==> config.mk <==
export PLATFORM = sky130hd
export DESIGN_NAME = mem_arbiter
export DESIGN_NICKNAME = d
export VERILOG_FILES = /design/src/rtl/mem_arbiter_pkg.sv /design/src/rtl/mem_arbiter_bus_watchdog.sv /design/src/rtl/mem_arbiter.sv
export SDC_FILE = /design/constraint.sdc
export NUM_CORES = 1
export LEC_CHECK = 0
export ABC_AREA = 1
export CORE_ASPECT_RATIO = 0.9
export CORE_MARGIN = 3
export CORE_UTILIZATION = 47
export CTS_BUF_LIST = sky130_fd_sc_hd__clkbuf_8
export DETAILED_ROUTE_END_ITERATION = 12
export PLACE_DENSITY = 0.87
export RECOVER_POWER = 50
export SLEW_MARGIN = 40
export SYNTH_ARGS = -nofsm -noshare
export SYNTH_HDL_FRONTEND = slang
export SYNTH_HIERARCHICAL = 1
export SYNTH_SLANG_ARGS = --single-unit
export TNS_END_PERCENT = 20
==> constraint.sdc <==
create_clock -name clock -period 3.3 [get_ports clock]
set_input_delay 0.66 -clock clock [delete_from_list [all_inputs] [get_ports clock]]
set_output_delay 0.66 -clock clock [all_outputs]
set_load 0.05 [all_outputs]
==> src/rtl/mem_arbiter_pkg.sv <==
// Shared encodings for the two-port memory arbiter: FSM states and bus owner codes.
package mem_arbiter_pkg;

  typedef enum logic [1:0] {
    StIdle  = 2'd0,
    StBusyI = 2'd1,
    StBusyD = 2'd2,
    StDone  = 2'd3
  } arb_state_e;

  localparam logic [1:0] OWN_NONE = 2'b00;
  localparam logic [1:0] OWN_I    = 2'b01;
  localparam logic [1:0] OWN_D    = 2'b10;

endpackage

==> src/rtl/mem_arbiter_bus_watchdog.sv <==
// Per-transaction watchdog: counts busy cycles and raises a registered expire flag.
module bus_watchdog #(
  parameter int unsigned TIMEOUT = 64,
  parameter int unsigned CNT_W   = 7
) (
  input  logic clock,
  input  logic reset,
  input  logic i_clear,
  input  logic i_count_en,
  output logic o_expire
);

  localparam logic [CNT_W-1:0] LastCnt = CNT_W'((TIMEOUT == 0) ? 0 : TIMEOUT - 1);

  logic [CNT_W-1:0] r_cnt;
  logic             r_expire;

  // Expire is registered, so completion lands one cycle after the count hits LastCnt.
  always_ff @(posedge clock) begin
    if (!reset) begin
      r_cnt    <= '0;
      r_expire <= 1'b0;
    end else if (i_clear) begin
      r_cnt    <= '0;
      r_expire <= 1'b0;
    end else if (i_count_en) begin
      r_cnt    <= r_cnt + CNT_W'(1);
      r_expire <= (TIMEOUT != 0) && (r_cnt == LastCnt);
    end else begin
      r_expire <= 1'b0;
    end
  end

  assign o_expire = r_expire;

endmodule

==> src/rtl/mem_arbiter.sv <==
// Round-robin arbiter sharing one memory port between instruction and data requesters.
module mem_arbiter
  import mem_arbiter_pkg::*;
#(
  parameter int unsigned TIMEOUT = 64,
  parameter int unsigned CNT_W   = 7
) (
  input  logic        clock,
  input  logic        reset,
  input  logic        IM_read,
  input  logic        IM_write,
  input  logic        IM_enable,
  input  logic [31:0] IM_address,
  output logic [31:0] IM_out,
  output logic        IM_ready,
  input  logic        DM_read,
  input  logic        DM_write,
  input  logic        DM_enable,
  input  logic [31:0] DM_address,
  input  logic [31:0] DM_in,
  output logic [31:0] DM_out,
  output logic        DM_ready,
  output logic        MEM_read,
  output logic        MEM_write,
  output logic        MEM_enable,
  output logic [31:0] MEM_address,
  output logic [31:0] MEM_in,
  input  logic [31:0] MEM_out,
  input  logic        MEM_ready,
  output logic [1:0]  owner,
  output logic        bus_timeout
);

  arb_state_e r_state;
  logic [1:0] r_last_owner;

  logic w_busy;
  logic w_expire;
  logic w_grant_i;
  logic w_grant_d;
  logic w_done;

  assign w_busy    = (r_state == StBusyI) || (r_state == StBusyD);
  // On a tie the requester that did not own the bus last wins.
  assign w_grant_i = IM_enable && (!DM_enable || (r_last_owner != OWN_I));
  assign w_grant_d = DM_enable && !w_grant_i;
  assign w_done    = MEM_ready || w_expire;

  bus_watchdog #(
    .TIMEOUT (TIMEOUT),
    .CNT_W   (CNT_W)
  ) u_watchdog (
    .clock      (clock),
    .reset      (reset),
    .i_clear    (r_state == StIdle),
    .i_count_en (w_busy),
    .o_expire   (w_expire)
  );

  always_ff @(posedge clock) begin
    if (!reset) begin
      r_state      <= StIdle;
      r_last_owner <= OWN_D;
      IM_out       <= '0;
      IM_ready     <= 1'b0;
      DM_out       <= '0;
      DM_ready     <= 1'b0;
      MEM_read     <= 1'b0;
      MEM_write    <= 1'b0;
      MEM_enable   <= 1'b0;
      MEM_address  <= '0;
      MEM_in       <= '0;
      owner        <= OWN_NONE;
      bus_timeout  <= 1'b0;
    end else begin
      IM_ready    <= 1'b0;
      DM_ready    <= 1'b0;
      bus_timeout <= 1'b0;
      case (r_state)
        StIdle: begin
          if (w_grant_i) begin
            MEM_address  <= IM_address;
            MEM_read     <= IM_read;
            MEM_write    <= IM_write;
            MEM_in       <= '0;
            MEM_enable   <= 1'b1;
            owner        <= OWN_I;
            r_last_owner <= OWN_I;
            r_state      <= StBusyI;
          end else if (w_grant_d) begin
            MEM_address  <= DM_address;
            MEM_read     <= DM_read;
            MEM_write    <= DM_write;
            MEM_in       <= DM_in;
            MEM_enable   <= 1'b1;
            owner        <= OWN_D;
            r_last_owner <= OWN_D;
            r_state      <= StBusyD;
          end
        end
        StBusyI, StBusyD: begin
          if (w_done) begin
            // A real ready wins over a simultaneous expiry.
            if (r_state == StBusyI) begin
              IM_ready <= 1'b1;
              IM_out   <= MEM_ready ? MEM_out : '0;
            end else begin
              DM_ready <= 1'b1;
              DM_out   <= MEM_ready ? MEM_out : '0;
            end
            bus_timeout <= !MEM_ready;
            MEM_read    <= 1'b0;
            MEM_write   <= 1'b0;
            MEM_enable  <= 1'b0;
            MEM_address <= '0;
            MEM_in      <= '0;
            owner       <= OWN_NONE;
            r_state     <= StDone;
          end
        end
        StDone:  r_state <= StIdle;
        default: r_state <= StIdle;
      endcase
    end
  end

endmodule

Word level (Yosys, flattened, before mapping)
Cells that the tools add are included.
- flip-flop bits (word level): 148
- output and inout port bits: 136
- add/sub/neg operators: 1
- equality and inequality tests: 7
- muxes and demuxes: 26
- bitwise operators: 3
- reductions and logical operators: 20
- operator list (cell ; count):
    2-to-1 mux 32 bit ; 6
    case mux 32 bit (2 select lines) ; 2
    AND reduction 3 bit ; 4
    2-to-1 mux 1 bit ; 9
    2-to-1 mux 2 bit ; 4
    adder 7 x 1 -> 7 bit, second input constant ; 1
    == test 7 x 6 -> 1 bit, second input constant ; 1
    case mux 1 bit (2 select lines) ; 3
    case mux 2 bit (3 select lines) ; 1
    == test 2 bit, second input constant ; 2
    case mux 2 bit (2 select lines) ; 1
    AND reduction 2 bit ; 2
    nonzero test 2 bit ; 2
    OR reduction 2 bit ; 2
    logical NOT 1 bit ; 3
    logical OR 1 bit ; 3
    != test 3 bit, second input constant ; 1
    NOT 1 bit ; 3
    OR reduction 3 bit ; 1
    == test 2 x 1 -> 1 bit, second input constant ; 1
    logical AND 1 bit ; 2
    logical NOT 2 bit ; 1
    != test 2 x 1 -> 1 bit, second input constant ; 1
    != test 2 bit, second input constant ; 1

Depth between registers and ports, before layout
- depth after elaboration: 8
- depth in mapped cells: 10
- gate-level depth less buffers: 8

Cells and area by module
The synthesis kept the hierarchy.
- modules (own cells, without submodules) (module ; instances ; cells an instance ; area an instance (sq um)):
    mem_arbiter ; 1 ; 815 ; 5860.6
    bus_watchdog ; 1 ; 46 ; 357.8

Worst setup path after synthesis
Ideal clock, no wire load.
- path kind: flip-flop to flip-flop
- start point: register r_state[0]
- end point: register MEM_address[29]
- library setup time: 0.070 ns
- arrival time: 1.704 ns
- path slack: 1.526 ns
- cell stages (with the launch flop): 10
- period minus slack after synthesis: 1.774 ns
- cell sequence: dfxtp_1 > inv_1 > ha_1 > buf_6 > nor2_2 > nand3b_4 > buf_6 > buf_6 > nand2_1 > a21oi_1
- cells in the longest elaborated chain, start to end: 4
- elaborated cells between the ends (all ways): 9
- classes of those cells: eq/ne (4); mux (1); reduce/logical (4)
- ends and longest elaborated chain (what ; RTL line ; source):
    start, declared ; mem_arbiter.sv:34 ; arb_state_e r_state;
    start signal, assigned ; mem_arbiter.sv:62 ; r_state <= StIdle;
    start signal, assigned ; mem_arbiter.sv:89 ; r_state <= StBusyI;
    start signal, assigned ; mem_arbiter.sv:98 ; r_state <= StBusyD;
    == test 2 x 1 -> 1 bit / == test 2 bit (equally long branches) ; mem_arbiter.sv:79 ; case (r_state)
    OR reduction 2 bit ; mem_arbiter.sv:79 ;
    != test 2 bit (no line) / nonzero test 2 bit (equally long branches) ; -- ;
    AND reduction 3 bit (no line) ; -- ;
    end signal, assigned ; mem_arbiter.sv:82 ; MEM_address <= IM_address;
    end signal, assigned ; mem_arbiter.sv:91 ; MEM_address <= DM_address;
    end, declared ; mem_arbiter.sv:26 ; output logic [31:0] MEM_address,
Parallel ways exist; a longest one is shown, timed or not.
A chain may end at the register's enable or synchronous reset.

Worst setup path after layout
- start point: input MEM_ready
- end point: register IM_out[30]
- cells in the longest elaborated chain, start to end: 2
- elaborated cells between the ends (all ways): 3
- classes of those cells: mux (1); reduce/logical (2)
- ends and longest elaborated chain (what ; RTL line ; source):
    start, declared ; mem_arbiter.sv:29 ; input logic MEM_ready,
    logical OR 1 bit ; mem_arbiter.sv:47 ; assign w_done = MEM_ready || w_expire;
    AND reduction 3 bit (no line) ; -- ;
    end signal, assigned ; mem_arbiter.sv:106 ; IM_out <= MEM_ready ? MEM_out : '0;
    end, declared ; mem_arbiter.sv:14 ; output logic [31:0] IM_out,
Parallel ways exist; a longest one is shown, timed or not.

==> run_results.csv <==
group,metric,value,unit
global_routing,grt_max_degree,70,
critical_path,r2r-end,"IM_out[30]$_SDFFE_PN0P_",
global_routing,grt_pass1_vias,6272,
power,power_leakage,3.76,nW
clock_network,h-tree-depth,4,
global_routing,overflow,0,
route,drt_wl_total,21.1,mm
timing,slew_headroom,-3.53,%
global_routing,antenna_found_initial,0,
route,drt-wirelength-per-cell,16.5,um
critical_path,reg2reg_from,"r_state[0]$_SDFFE_PN0P_",
critical_path,crit_type,"in2reg",
placed_design,io_buffer_count,272,
die,die_w,127,um
hold_path,hold_path_class,"reg2reg",
route,ant_nets,0,
hold_path,holdPathStages,2,
critical_path,r2r_setup_slack,720,ps
cells_and_area,drive_gt1_share,5.21,%
critical_path,arrival,3010,ps
cells_and_area,seq_area,2960,um2
placed_design,gp_congestion,0.833,
die,ioPinCount,273,
timing,finalHoldViolations,0,
cells_and_area,fin_nets,1243,
route,vias_per_cell,5.25,
timing,fmax,382,MHz
synthesis,synth.distinct_cells,23,
flow_run,cap_violations,1,
critical_path,rr_worst_depth,7,
clock_network,hold_buffers,0,
placed_design,dp_hpwl,14.4,mm
status,outcome,"complete, but fails checks",
power,ir_drop,0.000373,V
synthesis,synth_cells,861,
global_routing,grt_use_total,27.6,%
clock_network,cts_root_buf,"clkbuf_8",
die,row_count,39,
critical_path,crit_chain,"clkdlybuf4s50_1 > nor2_4 > nor2_1 > clkbuf_1 > nand3_1 > a21oi_1",
timing,worstMarginPinSlew,1550,ps
route,vias,6706,
die,initial_core_util,48.5,%
timing,setup_violations,0,
status,violations,"max-capacitance violations, max-slew violations",
synthesis,synth_top_area_share,47.6,%
synthesis,avgSynthCellArea,7.22,um2
critical_path,max_stage_delay,1140,ps
synthesis,ys_ff_latch,148,
critical_path,cp-end-kind,"register",
synthesis,synth_area_leaders,"dfxtp_1 48%, nand2_1 17%, a21oi_1 11%, nand3_1 11%, inv_1 2.7%",
clock_network,cts_tree,"yes",
synthesis,synth_nets,1002,
cells_and_area,area_delta_synth_final,51.0,%
clock_network,cts_buffers,17,
critical_path,cp_slowest_cell,"clkbuf_1",
route,drt-pass1-iter-count,5,
timing,final.setup.tns,0,ps
die,coreArea,12800,um2
cells_and_area,multi_input_area,2710,um2
clock_network,clk_latency,460,ps
hold_path,worstHoldStart,"IM_out[15]$_SDFFE_PN0P_",
cells_and_area,n_fill_cell,1016,
critical_path,cp-start-kind,"input pin",
synthesis,yosys_warnings,6,
die,die_area,14600,um2
clock_network,cts_setup_buffers,0,
clock_network,clockBufferDepth,2,
global_routing,grt_pass1_wl,31.9,mm
synthesis,syn_area,6220,um2
timing,skew,13.4,ps
timing,slew_viol_final,34,
cells_and_area,insertedDiodeCount,0,
timing,hold_ws,459,ps
route,drc_errors,0,
clock_network,clkTransAtPathRegs,80,ps
clock_network,cts.sinks,148,
hold_path,hold_end,"IM_out[15]$_SDFFE_PN0P_",
timing,rsz0062_at_grt,"false",
timing,fin_crit,2620,ps
timing,min_period_over_period,79.3,%
route,drt-initial-drc-count,614,
critical_path,worstPathMaxFanout,33,
critical_path,critical_path_required,3690,ps
power,power.density,799,nW/um2
clock_network,ctsResizeCount,0,
die,die_h,115,um
synthesis,synth_top_area_cell,"dfxtp_1",
synthesis,yosysSeqAreaShare,47.6,%
## flip-flops by register name, indices dropped and copies added (netlist names)
name / flops
DM_out: 32
IM_out: 32
MEM_address: 32
MEM_in: 32
u_watchdog/r_cnt: 7
owner: 2
r_last_owner: 2
r_state: 2
DM_ready: 1
IM_ready: 1
MEM_enable: 1
MEM_read: 1
MEM_write: 1
bus_timeout: 1
u_watchdog/o_expire: 1
## cells by family after synthesis
kind of cell | synth area share, %
buffers and inverters | 8.27
DFF | 47.6
AOI/OAI and AO/OA | 12.0
and+or+nand+nor | 31.2
adders and majority gates | 0.805
## critical path: cells and delay by family
family	cells	cell delay [ps]
AOI/OAI and AO/OA	1	230
buffers and inverters	2	1670
and+or+nand+nor	3	430
## power breakdown
| part | leakage, nW | switching [W] | total (W) | internal (W) |
|---|---|---|---|---|
| Combinational | 2.33 | 0.00251 | 0.00360 | 0.00109 |
| Sequential | 1.20 | 0.000163 | 0.00226 | 0.00210 |
| Clock | 0.232 | 0.000695 | 0.00163 | 0.000939 |
## how the worst max path moves through the flow
| stage | to | slack (ps) | cells past startpoint | start |
|---|---|---|---|---|
| finish | IM_out[30]$_SDFFE_PN0P_ | 680 | 6 | MEM_ready |
| global route | IM_out[30]$_SDFFE_PN0P_ | 460 | 7 | r_state[0]$_SDFFE_PN0P_ |
| CTS | MEM_address[3] | 940 | 1 | MEM_address[3]$_SDFFE_PN0P_ |
| detailed placement | MEM_in[12]$_SDFFE_PN0P_ | 850 | 8 | DM_enable |
| global placement | MEM_in[21]$_SDFFE_PN0P_ | 940 | 8 | DM_enable |
| floorplan | MEM_address[29]$_SDFFE_PN0P_ | 1530 | 9 | r_state[0]$_SDFFE_PN0P_ |
## through the flow
| stage | util (%) | worst slack (ps) | total power, W | cell area (um2) | cells |
|---|---|---|---|---|---|
| 2_1_floorplan | - | 1530 | 0.00483 | 6220 | 861 |
| 3_3_place_gp | 69.8 | 945 | 0.00587 | 8960 | 1247 |
| 3_5_place_dp | 69.8 | 850 | 0.00592 | 8960 | 1247 |
| 4_1_cts | 73.4 | 941 | 0.00756 | 9420 | 1278 |
| 5_1_grt | 73.2 | 463 | 0.00785 | 9390 | 1278 |
| 6_report | 73.2 | 682 | 0.00750 | 9390 | 1278 |
## area by class of cell
type	instances	share of cell area, %
clock inverters	12	2.16
well taps	164	2.19
repair buffers	289	30.6
flip-flops and latches	148	31.6
clock buffers	19	2.79
multi-input cells	600	28.9
inverters	46	1.87
## cell usage after synthesis
library cell / instances
nand2_2: 6
inv_1: 45
clkbuf_1: 33
nor2_2: 3
buf_4: 13
dfxtp_1: 148
buf_6: 3
nor2_4: 5
buf_1: 3
buf_2: 15
nand3_1: 136
ha_1: 4
o21ai_0: 6
nor2_1: 13
o21ai_1: 1
nand3b_1: 1
a21oi_1: 141
nand3_2: 1
nor3b_2: 1
nand2_1: 280
o211ai_1: 1
inv_2: 1
nand3b_4: 1
## metal layers
| metal | share of wire (%) | GRT usage (%) |
|---|---|---|
| met4 | 3.0 | 12.4 |
| met2 | 47 | 44.9 |
| met5 | 0 | 0 |
| met3 | 11 | 10.9 |
| met1 | 39 | 32.4 |
## placed cells by master, fill, tap and decap left out, types with 3 or more instances in the layout
cell / instances
a21oi_1: 141
buf_4: 13
clkdlybuf4s50_1: 244
nor2_1: 16
clkinv_4: 3
nand2_1: 283
o21ai_0: 6
ha_1: 4
nand2_2: 3
bufinv_16: 5
dlygate4sd3_1: 28
clkbuf_8: 19
inv_1: 45
dfxtp_1: 148
nor2_4: 3
nand3_1: 136
Power figures use the tool's default switching activity.
